`config.mk`:
```
export PLATFORM = sky130hd
export DESIGN_NAME = nibble_add_sequencer
export DESIGN_NICKNAME = d
export VERILOG_FILES = /design/src/rtl/nibble_add_sequencer.sv
export SDC_FILE = /design/constraint.sdc
export NUM_CORES = 1
export LEC_CHECK = 0
export ABC_AREA = 0
export BUFFER_PORTS_ARGS = -buffer_cell sky130_fd_sc_hd__buf_4
export CELL_PAD_IN_SITES_DETAIL_PLACEMENT = 1
export CELL_PAD_IN_SITES_GLOBAL_PLACEMENT = 1
export CORE_MARGIN = 2
export CORE_UTILIZATION = 42
export CTS_BUF_LIST = sky130_fd_sc_hd__clkbuf_4
export DETAILED_ROUTE_END_ITERATION = 8
export PLACE_DENSITY = 0.89
export SLEW_MARGIN = 40
export SYNTH_ARGS = -nofsm -noshare
export SYNTH_HDL_FRONTEND = slang
export SYNTH_SLANG_ARGS = --single-unit
```
`constraint.sdc`:
```
create_clock -name clk -period 2.53 [get_ports clk]
set_input_delay 0.506 -clock clk [delete_from_list [all_inputs] [get_ports clk]]
set_output_delay 0.506 -clock clk [all_outputs]
set_load 0.05 [all_outputs]
```
`src/rtl/nibble_add_sequencer.sv`:
```
`default_nettype none
// ============================================================================
// Module   : nibble_add_sequencer
// Function : Sequences a wide add through an external 4-bit combinational
//            adder, one nibble per cycle, LSB nibble first.
// Option   : NIBBLE_SEQ_SUB_EN adds inSub (A - B via inverted B, carry-in 1).
// Revision : 1.0 - initial release
// ============================================================================
module nibble_add_sequencer #(
    parameter int NIBBLES = 4
) (
    input  logic                   clk,
    input  logic                   rst,
    input  logic                   inStart,
    input  logic [4*NIBBLES-1:0]   inA,
    input  logic [4*NIBBLES-1:0]   inB,
    input  logic                   carryIn,
`ifdef NIBBLE_SEQ_SUB_EN
    input  logic                   inSub,
`endif
    output logic                   inReady,
    output logic [3:0]             nibA,
    output logic [3:0]             nibB,
    output logic                   nibCarryIn,
    input  logic [3:0]             nibSum,
    input  logic                   nibCarryOut,
    output logic                   outValid,
    input  logic                   outReady,
    output logic [4*NIBBLES-1:0]   sum,
    output logic                   carryOut
);

    localparam int W    = 4 * NIBBLES;
    localparam int IDXW = $clog2(NIBBLES);
    localparam logic [IDXW-1:0] c_LastIdx = IDXW'(NIBBLES - 1);

    typedef enum logic [1:0] {
        S_IDLE = 2'd0,
        S_RUN  = 2'd1,
        S_DONE = 2'd2
    } stateT;

    stateT             r_state;
    stateT             w_nextState;
    logic              w_accept;
    logic              w_last;

    logic [W-1:0]      r_opA;
    logic [W-1:0]      r_opB;
    logic              r_cin;
    logic              r_carry;
    logic [IDXW-1:0]   r_index;
    logic [W-1:0]      r_sum;
    logic              r_carryOut;
    logic [3:0]        w_bNib;
    logic              w_invB;

`ifdef NIBBLE_SEQ_SUB_EN
    logic              r_sub;
    assign w_invB = r_sub;
`else
    assign w_invB = 1'b0;
`endif

    assign w_bNib   = r_opB[{r_index, 2'b00} +: 4];
    assign w_last   = (r_index == c_LastIdx);
    assign sum      = r_sum;
    assign carryOut = r_carryOut;

    always_ff @(posedge clk) begin
        if (rst) begin
            r_state <= S_IDLE;
        end else begin
            r_state <= w_nextState;
        end
    end

    // Start and completion handshakes are mutually exclusive by state,
    // so a start coinciding with outReady in DONE is never accepted.
    always_comb begin
        w_nextState = r_state;
        w_accept    = 1'b0;
        inReady     = 1'b0;
        outValid    = 1'b0;
        nibA        = 4'd0;
        nibB        = 4'd0;
        nibCarryIn  = 1'b0;
        case (r_state)
            S_IDLE: begin
                inReady = 1'b1;
                if (inStart) begin
                    w_accept    = 1'b1;
                    w_nextState = S_RUN;
                end
            end
            S_RUN: begin
                nibA       = r_opA[{r_index, 2'b00} +: 4];
                nibB       = w_invB ? ~w_bNib : w_bNib;
                nibCarryIn = (r_index == '0) ? r_cin : r_carry;
                if (w_last) begin
                    w_nextState = S_DONE;
                end
            end
            S_DONE: begin
                outValid = 1'b1;
                if (outReady) begin
                    w_nextState = S_IDLE;
                end
            end
            default: begin
                w_nextState = S_IDLE;
            end
        endcase
    end

    always_ff @(posedge clk) begin
        if (rst) begin
            r_opA      <= '0;
            r_opB      <= '0;
            r_cin      <= 1'b0;
            r_carry    <= 1'b0;
            r_index    <= '0;
            r_sum      <= '0;
            r_carryOut <= 1'b0;
`ifdef NIBBLE_SEQ_SUB_EN
            r_sub      <= 1'b0;
`endif
        end else begin
            if (w_accept) begin
                r_opA   <= inA;
                r_opB   <= inB;
                r_index <= '0;
`ifdef NIBBLE_SEQ_SUB_EN
                r_sub   <= inSub;
                r_cin   <= inSub | carryIn;
`else
                r_cin   <= carryIn;
`endif
            end
            if (r_state == S_RUN) begin
                r_sum[{r_index, 2'b00} +: 4] <= nibSum;
                r_carry <= nibCarryOut;
                if (w_last) begin
                    r_carryOut <= nibCarryOut;
                    r_index    <= '0;
                end else begin
                    r_index    <= r_index + 1'b1;
                end
            end
        end
    end

endmodule
`default_nettype wire
```
==> results.md <==
- The static leakage power is 1.26 nW.
- For this configuration, the core starts out at a cell density of 43.8%.
- The diode insertion count for antenna repair is 0.
- The post-detailed-route DRC marker count is 0.
- The number of global-route vias before repair is 2172.
- After the last flow step, the layout net total stands at 383.
- The number of violations of the max-capacitance limit is 0.
- STA classifies the critical path startpoint as a register.
- Setup repair after global routing left no endpoint under its margin.
- The setup slack after placement is 0.539 ns.
- The core area is 5540 um^2.
- In this run, synthesis produced a sequential element count of 55.
- The root buffer cell chosen for the clock tree is sky130_fd_sc_hd__clkbuf_4.
- For this block, the routed nets add up to 6.09 mm of wire.
- Buffers added to address setup during post-CTS repair amount to 0.
- The net count after synthesis is 320.
- The total negative slack for setup checks is 0 ns.
- The layout-stage area growth over the synthesis result is 24.7%.
- The detail route stage leaves a number of antenna-violating nets equal to 0.
- Cells with a size suffix above 1 make up 26.7% of the layout.
- For this design, the CTS-stage hold fixing added 0 buffers.
- After detailed placement, the total cell area comes to 2970 um^2.
- The slew at the pin closest to its max-slew limit is 0.618 ns.
- Measured against its own limit, the worst slew margin works out to 58.8%.
- The final period demand of the worst path is 2.40 ns.
- The total vias in the final route is 2124.
- The floorplan step defined a die boundary enclosing 6400 um^2.
- The clock tree from TritonCTS is done.
- The worst path uses 94.8% of the clock period.
- The detailed router finished its first iteration with 61 violations.
- The count of filler cells inserted in the layout is 701.
- The first detailed-routing pass took 4 iterations.
- In the synthesized netlist, the number of instances is 273.
- The flow ran to the end, and the final reports show no timing, DRC or antenna violations.
- The post-synthesis xor/xnor area fraction is 0%.
- The die boundary width is 80 um.
- The routability congestion estimate is 0.750.
- The number of antenna violations at the first check in global routing is 0.
- STA classifies the critical path endpoint as a primary output.
- The post-synthesis area per instance is 8.89 um^2.
- The global router's overall resource usage is 20.1%.
- Pin placement for this block handled 70 I/O pins.
- The worst endpoint required time is 2.02 ns.
- After global routing the overflow that remains totals 0.
- The synthesized netlist devotes 24.6% of its cell area to simple gates.
- The number of library cell types mapped by synthesis is 33.
- The maximum fanout encountered on the critical timing path is 14.
- The power density over the cells is 527 nW/um^2.
- The cell area after technology mapping is 2430 um^2.
- Once the clock tree was built, the resizer swapped 0 gates to a different size.
- The startpoint-to-endpoint class of the critical path is reg -> out.
- Across the whole layout, storage elements account for 1100 um^2.
- VDD sags by at most 0.217 mV.
- Setup violations remaining at the end of the flow were counted as 0.
- The final number of max-transition violations was 0.
- Once layout is done, the placed cells without fillers occupy 3030 um^2.
- The proportion of synthesized area in mux cells is 8.61%.
- The die is 80 um tall.
- The type of the tightest min-delay check is in -> reg.
- The count of port buffers added during placement is 69.
- The tree built by TritonCTS fans out to 55 sinks.
- The number of vias per cell is 5.19.
- For the final database, setup skew stands at 0.00534 ns.
- The number of standard-cell rows in the floorplan is 27.
- The Yosys step of the flow raised 0 warnings.
- The dominant combinational cell family by area after synthesis is simple AND/OR/NAND/NOR gates.
- Based on the critical path, the design can be clocked at up to 417 MHz.
- Clock-pin slew was measured on the worst setup and hold paths at 0.14 ns.
- The number of CTS-inserted buffers is 5.
- STA puts the critical path data arrival time at 1.89 ns.
- For the worst-skew pair, the clock arrives at the later sink with an insertion delay of 0.37 ns.
- Summing the areas of all compound-gate instances in the mapped netlist gives 13.2% of the synthesized area.
- The adder-cell share of the synthesized area is 2.58%.
- The level count of the clock H-tree is 2.
- The number of hold-slack violations in the final timing report is 0.
- Summing the sequential cell areas from Yosys gives 45.4% of the chip area.
- In the final routed layout, each cell accounts on average for 14.9 um.
- The maximum number of pins on one net before global-route repair is 45.
- The worst path setup slack after routing is 0.131 ns.
- The wire-length estimate of the detail-placed layout is 4.51 mm.
- The multi-input logic area is 1190 um^2.
- The first global-routing pass estimated 10.0 mm of wire.
- The clock passes through at most 2 buffers.
## synthesized netlist by cell type (all sizes together)
master   n  share of area, %
a21oi   50                10
a22o     4               1.4
a31oi    1              0.26
and2     8               2.1
and3b    2              0.72
and4     1              0.36
and4bb   2               1.0
buf     11               3.8
clkbuf   9               1.4
dfxtp   55                45
ha       5               2.6
inv      3              0.46
mux2i    1              0.41
mux4     8               8.2
nand2   79                12
nand2b   2              0.52
nand3   11               2.3
nand3b   2              0.62
nand4    1              0.26
nand4b   1              0.36
nor2     4              0.62
nor2b    3               1.1
nor3b    1              0.77
nor4b    3               1.3
o21a     1              0.31
o21ai    4              0.83
or3b     1              0.36
## metrics by stage
step                power, mW  instances  hold WS, ns  util [%]
floorplan                1.14        273        0.432         -
global placement         1.23        401        0.439      53.7
detailed placement       1.25        401        0.447      53.7
CTS                      1.62        409        0.346      54.6
global route             1.67        409        0.337      54.6
finish                   1.59        409        0.361      54.6
## power by group
part / leakage (nW) / internal, mW / switching [mW]
clock: 0.0307 / 0.114 / 0.257
sequential: 0.449 / 0.906 / 0.0231
combinational: 0.782 / 0.130 / 0.164
## routing by layer
layer	vias up	global-route usage, %	wire length, um
li1	1057	-	-
met1	1006	24.1	2680
met2	52	36.3	3050
met3	9	3.51	287
met4	0	6.44	73
met5	-	0	0
## cell usage in the layout (no fill, tap or decap), types with 3 or more instances in the layout
master | Yosys | layout
sky130_fd_sc_hd__and2_1 | 8 | 8
sky130_fd_sc_hd__clkbuf_4 | 0 | 6
sky130_fd_sc_hd__a21oi_1 | 50 | 50
sky130_fd_sc_hd__nand3_1 | 11 | 11
sky130_fd_sc_hd__o21ai_0 | 4 | 4
sky130_fd_sc_hd__a22o_1 | 4 | 4
sky130_fd_sc_hd__inv_1 | 3 | 3
sky130_fd_sc_hd__nor2_1 | 4 | 4
sky130_fd_sc_hd__nand2_1 | 79 | 79
sky130_fd_sc_hd__ha_1 | 5 | 5
sky130_fd_sc_hd__buf_4 | 1 | 75
sky130_fd_sc_hd__mux4_1 | 5 | 5
sky130_fd_sc_hd__dfxtp_1 | 55 | 55
sky130_fd_sc_hd__mux4_2 | 3 | 3
## logic make-up (layout without fill, tap and decap cells)
family,Yosys count,in the layout
buffers and inverters,23,87
flip-flops,55,55
adder cells (fa/ha/maj),5,5
AND/OR/NAND/NOR,121,121
AO/OA/AOI/OAI,60,60
multiplexers,9,9
## worst paths after layout
path / startpoint / endpoint / slack, ns / cells after the start
min reg2reg: r_opB[3] / r_opB[3] / 0.46 / 2
max: r_index[0] / nibB[0] / 0.13 / 4
max reg2reg: r_index[0] / sum[15] / 0.72 / 6
min: inB[7] / r_opB[7] / 0.36 / 3
## sequential cells by signal (all words and copies together), names as in the netlist
name and flops:
r_opA 16, sum 16, r_state 2, r_index 2, r_cin 1, r_opB 16, r_carry 1, carryOut 1
## layout make-up
class | instances | share of cell area (%)
Inverter | 3 | 0.372
Clock buffer | 6 | 1.49
Clock inverter | 2 | 0.248
Multi-Input combinational cell | 195 | 39.2
Sequential cell | 55 | 36.4
Tap cell | 72 | 2.98
Timing Repair Buffer | 76 | 19.3
## critical path, stage by stage, from the launching register on
cell                      delay (ns)
sky130_fd_sc_hd__dfxtp_1        0.36
sky130_fd_sc_hd__buf_4          0.21
sky130_fd_sc_hd__mux4_1         0.58
sky130_fd_sc_hd__and2_1         0.18
sky130_fd_sc_hd__buf_4          0.18
Note: power is estimated with default switching activity, not from simulation.
